<file path="src/rtl/id_pkg.sv">
// Shared definitions for the ID issue controller: opcode and funct
// encodings, the issue FSM state type and a small decode helper.
package id_pkg;

    localparam logic [5:0] OP_ALU = 6'b101010;
    localparam logic [5:0] OP_LD  = 6'b100000;
    localparam logic [5:0] OP_ST  = 6'b100001;
    localparam logic [5:0] OP_NOP = 6'b111100;

    // ALU funct codes whose rB field carries an immediate
    localparam logic [3:0] FN_IMM_A = 4'b1011;
    localparam logic [3:0] FN_IMM_B = 4'b1101;
    localparam logic [3:0] FN_IMM_C = 4'b1111;

    typedef enum logic [1:0] {
        EMPTY  = 2'd0,
        HAZARD = 2'd1,
        OFFER  = 2'd2
    } state_t;

    function automatic logic is_imm_funct(input logic [3:0] funct);
        return (funct == FN_IMM_A) || (funct == FN_IMM_B) || (funct == FN_IMM_C);
    endfunction

endpackage

</file>
<file path="src/rtl/id_reg_use_dec.sv">
// Register-use decode: which architectural registers an instruction reads
// and writes. Pure combinational; instantiated once for the held
// instruction and once for the incoming one.
module id_reg_use_dec
    import id_pkg::*;
(
    input  logic [0:31] instr,
    output logic        rd_a_en,
    output logic [4:0]  rd_a,
    output logic        rd_b_en,
    output logic [4:0]  rd_b,
    output logic        wr_en,
    output logic [4:0]  wr_rd
);

    logic [5:0] opcode;
    logic [3:0] funct;
    logic       unused_bits;

    assign opcode      = instr[0:5];
    assign funct       = instr[28:31];
    assign unused_bits = ^instr[21:27];

    // Field extraction and enable decode per opcode class
    always_comb begin
        rd_a_en = 1'b0;
        rd_a    = instr[11:15];
        rd_b_en = 1'b0;
        rd_b    = instr[16:20];
        wr_en   = 1'b0;
        wr_rd   = instr[6:10];
        case (opcode)
            OP_ALU: begin
                rd_a_en = 1'b1;
                rd_b_en = !is_imm_funct(funct);
                wr_en   = 1'b1;
            end
            OP_LD: begin
                wr_en = 1'b1;
            end
            OP_ST: begin
                // store data register sits in the rD field
                rd_a_en = 1'b1;
                rd_a    = instr[6:10];
            end
            OP_NOP: begin
            end
            default: begin
            end
        endcase
    end

endmodule

</file>
<file path="src/rtl/id_issue_ctrl.sv">
// Issue sequencer between fetch and ID. Holds one instruction, stalls it
// while any of its registers has a write in flight, then offers it to ID.
// Optional build macro: ID_STALL_CNT_EN adds a saturating hazard-cycle
// counter on stall_cnt; without it stall_cnt is tied to zero.
//
// state  | meaning
// EMPTY  | no instruction held, fetch may deliver
// HAZARD | held instruction waits on a busy register
// OFFER  | held instruction presented to ID
module id_issue_ctrl
    import id_pkg::*;
#(
    parameter int NUM_REGS = 32,
    parameter int CNT_W    = 16
) (
    input  logic                clk,
    input  logic                rst,
    input  logic                if_valid,
    input  logic [0:31]         if_instr,
    output logic                if_ready,
    output logic                id_valid,
    output logic [0:31]         id_instr,
    input  logic                id_ready,
    input  logic                wb_valid,
    input  logic [4:0]          wb_rd,
    input  logic                flush,
    output logic                stall,
    output logic [NUM_REGS-1:0] busy_mask,
    output logic [CNT_W-1:0]    stall_cnt
);

    localparam logic [NUM_REGS-1:0] REG_ONE = NUM_REGS'(1);

    state_t              state;
    state_t              state_nxt;
    logic [NUM_REGS-1:0] busy_q;
    logic [NUM_REGS-1:0] busy_nxt;
    logic [NUM_REGS-1:0] wb_clr;
    logic [NUM_REGS-1:0] issue_set;
    logic [0:31]         instr_q;
    logic                id_valid_q;
    logic                stall_q;
    logic                capture;
    logic                issue;
    logic                hz_held;
    logic                hz_new;

    logic       h_rd_a_en, h_rd_b_en, h_wr_en;
    logic [4:0] h_rd_a, h_rd_b, h_wr_rd;
    logic       n_rd_a_en, n_rd_b_en, n_wr_en;
    logic [4:0] n_rd_a, n_rd_b, n_wr_rd;

    id_reg_use_dec u_dec_held (
        .instr   (instr_q),
        .rd_a_en (h_rd_a_en),
        .rd_a    (h_rd_a),
        .rd_b_en (h_rd_b_en),
        .rd_b    (h_rd_b),
        .wr_en   (h_wr_en),
        .wr_rd   (h_wr_rd)
    );

    id_reg_use_dec u_dec_new (
        .instr   (if_instr),
        .rd_a_en (n_rd_a_en),
        .rd_a    (n_rd_a),
        .rd_b_en (n_rd_b_en),
        .rd_b    (n_rd_b),
        .wr_en   (n_wr_en),
        .wr_rd   (n_wr_rd)
    );

    function automatic logic hazard_of(
        input logic [NUM_REGS-1:0] mask,
        input logic                a_en,
        input logic [4:0]          a,
        input logic                b_en,
        input logic [4:0]          b,
        input logic                w_en,
        input logic [4:0]          w
    );
        return (a_en && mask[a]) || (b_en && mask[b]) || (w_en && mask[w]);
    endfunction

    assign if_ready  = !flush && ((state == EMPTY) || ((state == OFFER) && id_ready));
    assign capture   = if_valid && if_ready;
    assign issue     = (state == OFFER) && id_ready && !flush;
    assign wb_clr    = wb_valid ? (REG_ONE << wb_rd) : '0;
    assign issue_set = (issue && h_wr_en) ? (REG_ONE << h_wr_rd) : '0;
    // write-back bypass first, then the issue set so set wins on a tie;
    // the incoming instruction is checked against this same mask
    assign busy_nxt  = (busy_q & ~wb_clr) | issue_set;
    assign hz_held   = hazard_of(busy_nxt, h_rd_a_en, h_rd_a, h_rd_b_en, h_rd_b, h_wr_en, h_wr_rd);
    assign hz_new    = hazard_of(busy_nxt, n_rd_a_en, n_rd_a, n_rd_b_en, n_rd_b, n_wr_en, n_wr_rd);

    // Next-state selection; flush overrides capture and issue
    always_comb begin
        state_nxt = state;
        if (flush) begin
            state_nxt = EMPTY;
        end else begin
            case (state)
                EMPTY: begin
                    if (capture) state_nxt = hz_new ? HAZARD : OFFER;
                end
                HAZARD: begin
                    if (!hz_held) state_nxt = OFFER;
                end
                OFFER: begin
                    if (id_ready) begin
                        if (capture) state_nxt = hz_new ? HAZARD : OFFER;
                        else         state_nxt = EMPTY;
                    end
                end
                default: state_nxt = EMPTY;
            endcase
        end
    end

    // FSM state, held instruction, scoreboard and registered outputs
    always_ff @(posedge clk or negedge rst) begin
        if (!rst) begin
            state      <= EMPTY;
            busy_q     <= '0;
            instr_q    <= '0;
            id_valid_q <= 1'b0;
            stall_q    <= 1'b0;
        end else begin
            state      <= state_nxt;
            busy_q     <= busy_nxt;
            if (capture) instr_q <= if_instr;
            id_valid_q <= (state_nxt == OFFER);
            stall_q    <= (state_nxt == HAZARD);
        end
    end

    // a flush cycle withdraws the offer immediately
    assign id_valid  = id_valid_q && !flush;
    assign id_instr  = instr_q;
    assign stall     = stall_q;
    assign busy_mask = busy_q;

`ifdef ID_STALL_CNT_EN
    logic [CNT_W-1:0] cnt_q;

    // Saturating count of cycles spent in HAZARD
    always_ff @(posedge clk or negedge rst) begin
        if (!rst) begin
            cnt_q <= '0;
        end else if ((state == HAZARD) && (cnt_q != '1)) begin
            cnt_q <= cnt_q + CNT_W'(1);
        end
    end

    assign stall_cnt = cnt_q;
`else
    assign stall_cnt = '0;
`endif

endmodule

</file>
<file path="config.mk">
export PLATFORM = sky130hd
export DESIGN_NAME = id_issue_ctrl
export DESIGN_NICKNAME = d
export VERILOG_FILES = /design/src/rtl/id_pkg.sv /design/src/rtl/id_reg_use_dec.sv /design/src/rtl/id_issue_ctrl.sv
export SDC_FILE = /design/constraint.sdc
export NUM_CORES = 1
export LEC_CHECK = 0
export CAP_MARGIN = 20
export CELL_PAD_IN_SITES_DETAIL_PLACEMENT = 0
export CELL_PAD_IN_SITES_GLOBAL_PLACEMENT = 1
export CORE_MARGIN = 2
export CORE_UTILIZATION = 44
export CTS_BUF_LIST = sky130_fd_sc_hd__clkbuf_8
export CTS_CLUSTER_SIZE = 10
export DETAILED_ROUTE_END_ITERATION = 12
export DONT_BUFFER_PORTS = 1
export GPL_TIMING_DRIVEN = 0
export PLACE_DENSITY = 0.87
export SLEW_MARGIN = 10
export SYNTH_ARGS = -nofsm -noshare
export SYNTH_HDL_FRONTEND = slang
export SYNTH_SLANG_ARGS = --single-unit
</file>
<file path="constraint.sdc">
create_clock -name clk -period 3.1 [get_ports clk]
set_clock_uncertainty 0.2 [all_clocks]
set_input_delay 0.93 -clock clk [delete_from_list [all_inputs] [get_ports clk]]
set_output_delay 0.93 -clock clk [all_outputs]
set_load 0.02 [all_outputs]
</file>
# Yosys cells after proc, flatten, opt, wreduce, memory -nomap -nowiden
# Index checks and enable logic that the tools add are counted.
[classes] div_mod_pow=0 shift=2 n_eq_ne=16 multipliers=0 magnitude_cmp=6 addsub=0 reduce_logical=29 bitwise=3 mux=29
[ops] cell="32-bit 2-to-1 mux" n=2
[ops] cell="1-bit by 5-bit left shift with 32-bit output, first input constant" n=2
[ops] cell="6-bit equality test, second input constant" n=6
[ops] cell="5-bit by 6-bit less-than comparator with 1-bit output, second input constant" n=6
[ops] cell="32-bit bitwise AND" n=1
[ops] cell="32-bit inverter" n=1
[ops] cell="32-bit OR" n=1
[ops] cell="1-bit binary-select mux with 5-bit select" n=6
[ops] cell="4-bit equality test, second input constant" n=6
[ops] cell="1-bit logical AND" n=12
[ops] cell="1-bit 2-to-1 mux" n=12
[ops] cell="2-bit 2-to-1 mux" n=6
[ops] cell="5-bit 2-to-1 mux" n=2
[ops] cell="1-bit logical OR" n=9
[ops] cell="2-bit OR reduction" n=4
[ops] cell="2-bit one-hot mux with 3 select lines" n=1
[ops] cell="2-bit by 1-bit equality test with 1-bit output, second input constant" n=2
[ops] cell="2-bit equality test, second input constant" n=2
[ops] cell="1-bit logical NOT" n=3
[ops] cell="2-bit logical NOT" n=1
[totals] word_cells=90 rom_bits=0 reg_bits=68 latch_bits=0 inputBits=43 n_memories=0 out_inout_bits=83 ram_bits=0

# Logic depth before layout (Yosys ltp)
[depth] word_depth=17 mapped_depth=12 ltp_nobuf=10

# Cells and area by module
# A second synthesis with hierarchy kept.
[unflattened] cells_unflattened=570 area_unflattened_um2=5272.6
[modules_own_cells] module="id_issue_ctrl" n_inst=1 cells_per_inst=520 area_each_um2=4797.1 seq_area_each_um2=1701.6
[modules_own_cells] module="id_reg_use_dec" n_inst=2 cells_per_inst=25 area_each_um2=237.7 seq_area_each_um2=0.0

# Least setup slack after synthesis
# OpenSTA, ideal clock, no wires.
[synth_path] path_type="input to register" start="in if_instr[1] (netlist name)" end="reg stall_q (netlist: stall)" path_stages=11 setup_ps=139 setup_slack_ps=-621 required_time_ps=2761 arrival_time_ps=3383 cell_sequence="nand2b_1 > or4_4 > buf_6 > buf_12 > mux2i_1 > nor2_1 > a221oi_2 > a41oi_1 > or4_4 > o31ai_1 > a221oi_1"
[synth_via] elab_chain_cells=13 word_cells_on_any_way=23
[synth_lines] item="from (decl)" line="id_issue_ctrl.sv:19" rtl="input logic [0:31] if_instr,"
[synth_lines] item="6-bit equality test" line="id_reg_use_dec.sv:32" rtl="case (opcode)"
[synth_lines] item="5-bit 2-to-1 mux" line="id_reg_use_dec.sv:32"
[synth_lines] item="1-bit binary-select mux with 5-bit select" line="id_issue_ctrl.sv:82" rtl="return (a_en && mask[a]) || (b_en && mask[b]) || (w_en && mask[w]);"
[synth_lines] item="1-bit 2-to-1 mux (not written as such)" line="id_issue_ctrl.sv:82"
[synth_lines] item="1-bit logical AND" line="id_issue_ctrl.sv:82"
[synth_lines] item="1-bit logical OR" line="id_issue_ctrl.sv:82"
[synth_lines] item="1-bit logical OR (*)" line="id_issue_ctrl.sv:82"
[synth_lines] item="2-bit 2-to-1 mux (*)" line="id_issue_ctrl.sv:104, id_issue_ctrl.sv:111"
[synth_lines] item="2-bit 2-to-1 mux" line="id_issue_ctrl.sv:111" rtl="if (capture) state_nxt = hz_new ? HAZARD : OFFER;"
[synth_lines] item="2-bit 2-to-1 mux" line="id_issue_ctrl.sv:110" rtl="if (id_ready) begin"
[synth_lines] item="2-bit one-hot mux with 3 select lines (*)" line="id_issue_ctrl.sv:102" rtl="case (state)"
[synth_lines] item="2-bit 2-to-1 mux (*)" line="id_issue_ctrl.sv:99" rtl="if (flush) begin"
[synth_lines] item="2-bit by 1-bit equality test with 1-bit output (*)" line="id_issue_ctrl.sv:133" rtl="stall_q <= (state_nxt == HAZARD);"
[synth_lines] item="to (signal assigned)" line="id_issue_ctrl.sv:133"
[synth_lines] item="to (decl)" line="id_issue_ctrl.sv:42" rtl="logic stall_q;"
# Mark *: on every way between the ends. The rest lies on a longest branch, timed or not. The select of a mux whose other input is x is not followed.
# A chain may end at the register's enable or synchronous reset.

# Worst setup path in the final report
[layout_path] start="reg instr_q, in the netlist id_instr[3]" end="reg id_valid_q"
[layout_via] elab_chain_cells=17 word_cells_on_any_way=42
[layout_lines] item="from (decl)" line="id_issue_ctrl.sv:40" rtl="logic [0:31] instr_q;"
[layout_lines] item="from (signal assigned)" line="id_issue_ctrl.sv:131" rtl="if (capture) instr_q <= if_instr;"
[layout_lines] item="6-bit equality test" line="id_reg_use_dec.sv:32"
[layout_lines] item="2-bit OR reduction (no source line) (*)"
[layout_lines] item="1-bit 2-to-1 mux (*)" line="id_reg_use_dec.sv:32"
[layout_lines] item="1-bit logical AND (*)" line="id_issue_ctrl.sv:89" rtl="assign issue_set = (issue && h_wr_en) ? (REG_ONE << h_wr_rd) : '0;"
[layout_lines] item="32-bit 2-to-1 mux (*)" line="id_issue_ctrl.sv:89"
[layout_lines] item="32-bit OR (*)" line="id_issue_ctrl.sv:92" rtl="assign busy_nxt = (busy_q & ~wb_clr) | issue_set;"
[layout_lines] item="net busy_nxt[18]" line="id_issue_ctrl.sv:37" rtl="logic [NUM_REGS-1:0] busy_nxt;"
[layout_lines] item="1-bit binary-select mux with 5-bit select" line="id_issue_ctrl.sv:82"
[layout_lines] item="1-bit 2-to-1 mux (not written as such)" line="id_issue_ctrl.sv:82"
[layout_lines] item="1-bit logical AND" line="id_issue_ctrl.sv:82"
[layout_lines] item="1-bit logical OR (2 in a row)" line="id_issue_ctrl.sv:82"
[layout_lines] item="2-bit 2-to-1 mux" line="id_issue_ctrl.sv:104, id_issue_ctrl.sv:111"
[layout_lines] item="2-bit 2-to-1 mux" line="id_issue_ctrl.sv:111"
[layout_lines] item="2-bit 2-to-1 mux" line="id_issue_ctrl.sv:110"
[layout_lines] item="2-bit one-hot mux with 3 select lines (*)" line="id_issue_ctrl.sv:102"
[layout_lines] item="2-bit 2-to-1 mux (*)" line="id_issue_ctrl.sv:99"
[layout_lines] item="2-bit equality test (*)" line="id_issue_ctrl.sv:132" rtl="id_valid_q <= (state_nxt == OFFER);"
[layout_lines] item="to (signal assigned)" line="id_issue_ctrl.sv:132"
[layout_lines] item="to (decl)" line="id_issue_ctrl.sv:41" rtl="logic id_valid_q;"
# Mark *: on every way through the listed nets, which the timed path passes. The rest lies on a longest branch. The select of a mux whose other input is x is not followed.

==> impl_metrics.tcl <==
set metrics [dict create \
    yosysWarnings 0 \
    synthCells 703 \
    hp-class "in2async" \
    place_congestion 1.04 \
    grt_first_pass_wirelength_um 38100 \
    r2r-start "id_instr[3]" \
    first_global_vias 6003 \
    drc 0 \
    hold_viol 0 \
    n_antenna_cell 0 \
    async_flop_share 1.00 \
    synth_top_area_share 0.299 \
    nets 817 \
    use_met3 0.107 \
    insertion_delay_ns 0.38 \
    r2r_slack_ns -0.45 \
    antenna_left 0 \
    drv_cap 0 \
    num_rows 41 \
    path_max_fanout 5 \
    worst_slack_ns -0.447 \
    ys_seq_area_frac 0.299 \
    wire_per_inst_um 27.7 \
    crit_required_ns 3.15 \
    first_iter_violations 622 \
    cp-start-kind "register" \
    fp.dieW_um 118 \
    overflow 0 \
    finalInstanceArea_um2 7190 \
    cts_root_buf "clkbuf_8" \
    relSlewSlack 0.525 \
    yosysUniqueCellTypes 85 \
    synth.most_common_cell "nand2_1" \
    place_area_um2 6040 \
    finalMaxSlewViolations 0 \
    die_y_um 118 \
    ys_ff_latch 68 \
    cts-htree-levels 3 \
    fin_cells 948 \
    synth.area.top_cells "dfrtp_1, nand2_1, mux2i_1" \
    initial_core_util 0.451 \
    setup_viol 4 \
    routed_wl_um 26300 \
    cp.arrival_ns 3.60 \
    p_leak_nw 3.03 \
    peakVddDrop_uv 232 \
    antenna_found_initial 0 \
    core_um2 12600 \
    rsz0062_at_grt "true" \
    dp_cells 890 \
    path_clk_slew_ns 0.07 \
    cts_buffers 9 \
    synth_top_cells_by_count "nand2_1, dfrtp_1, o21ai_0, nor2_1, inv_1" \
    clockBufferDepth 2 \
    whs_ns 0.0489 \
    die_area_um2 13900 \
    cts_hold_buf 0 \
    cts_sinks 68 \
    port_buffers 0 \
    r2r_cells 13 \
    area_growth_pct 26.4 \
    grtUsageTotal 0.364 \
    r2r_end "id_valid_q" \
    worstSetupPathType "reg2reg" \
    violations "negative setup slack" \
    dp_hpwl_um 19100 \
    period_share 1.14 \
    post-synth-top-area-cell "dfrtp_1" \
    cts_tree "yes" \
    via_per_inst 6.78 \
    fillers 1197 \
    fmax_mhz 282 \
    p_total_mw 2.69 \
    vias 6430 \
    status "finished with violations" \
    synth-edff-count 0 \
    tightestPinTransition_ns 0.712 \
    met2_usage 0.571 \
    end_kind "register" \
    grt_max_degree 69 \
    grt.busiest_layer "met2" \
    period_minus_slack_ns 3.55 \
    firstDrtPassIters 5 \
    power.density_nw_per_um2 373 \
    io-pin-count 126 \
    final_core_util 0.570 \
    grt_util_met1 0.460 \
    ys.flop_type "dfrtp_1" \
    synth_area_um2 5690 \
    final_layout_size_suffix_gt1_frac 0.300 \
    syn_area_per_cell_um2 8.09 \
]
==> metal layers <==
metal / vias up / share of wire
met1: 3140 / 0.39
met4: 0 / 0.055
met2: 442 / 0.46
met3: 116 / 0.10
li1: 2732 / -
met5: - / 0
==> what timing repair did <==
action	4_1_cts	5_1_grt
resized for setup	91	105
gates cloned	0	2
setup buffers	18	29
hold endpoints to repair	0	0
pin swaps	22	30
setup endpoints to repair	12	32
==> sequential cells by signal, summed over array words and instances, names as in the netlist <==
| register | flops |
|---|---|
| busy_mask | 32 |
| stall | 1 |
| id_valid_q | 1 |
| state | 2 |
| id_instr | 32 |
==> power by group <==
part	internal [mW]	switching [mW]	total, mW
combinational	0.333	0.563	0.896
sequential	0.962	0.182	1.14
clock	0.271	0.374	0.645
total	1.57	1.12	2.69
==> cells by family after synthesis <==
logic type | synth area share
flops | 0.299
buf+inv | 0.0838
xor+xnor | 0.00770
mux | 0.104
other cells | 0.000659
compound gates | 0.246
simple gates | 0.259
==> critical path, cell delays in order, from the launching register on <==
cell and delay [ns]:
dfrtp_2 0.49, nor4b_4 0.44, nand4_1 0.16, buf_4 0.19
buf_6 0.13, buf_4 0.14, o31ai_4 0.22, buf_4 0.19
nand2b_1 0.11, a21oi_1 0.08, nor4_2 0.39, or4_4 0.26
nor4_4 0.06, a311o_2 0.36
==> area by class of cell <==
type,instances,area (um2),share of cell area
Tap cell,172,215,0.0299
Timing Repair Buffer,49,424,0.0590
Multi-Input combinational cell,558,4190,0.582
Clock buffer,9,124,0.0172
Inverter,34,138,0.0191
Buffer,54,372,0.0517
Clock inverter,4,21.3,0.00296
Sequential cell,68,1710,0.238
==> layout by cell type (no fill, tap or decap), types with 9 or more instances in the layout <==
master / instances
a31oi_1: 9
buf_4: 54
buf_6: 14
clkbuf_1: 14
clkbuf_8: 9
conb_1: 16
dfrtp_1: 59
dfrtp_2: 9
inv_1: 28
mux2_2: 9
mux2i_1: 27
nand2_1: 110
nand2b_1: 16
nand3_1: 14
nand4_1: 12
nor2_1: 32
nor3_1: 15
o211ai_1: 20
o21ai_0: 26
o21ai_1: 12
o21ai_2: 17
o21ai_4: 9
o22ai_1: 21
==> per-stage QoR <==
stage / worst slack [ns] / TNS, ns
2_1_floorplan: -0.473 / -1.78
3_3_place_gp: -1.61 / -14.99
3_5_place_dp: -1.55 / -15.68
4_1_cts: -0.413 / -2.13
5_1_grt: -0.557 / -2.93
6_report: -0.447 / -1.68
==> how the worst max path moves through the flow <==
| stage | startpoint | endpoint | slack (ns) | cells after the start |
|---|---|---|---|---|
| floorplan | if_instr[1] | stall | -0.47 | 10 |
| global placement | flush | stall | -1.61 | 10 |
| detailed placement | wb_rd[1] | stall | -1.55 | 11 |
| CTS | if_instr[1] | state[1] | -0.41 | 9 |
| global route | id_instr[3] | stall | -0.56 | 13 |
| finish | id_instr[3] | id_valid_q | -0.45 | 13 |
No activity file was read; power rests on OpenSTA's default activity.
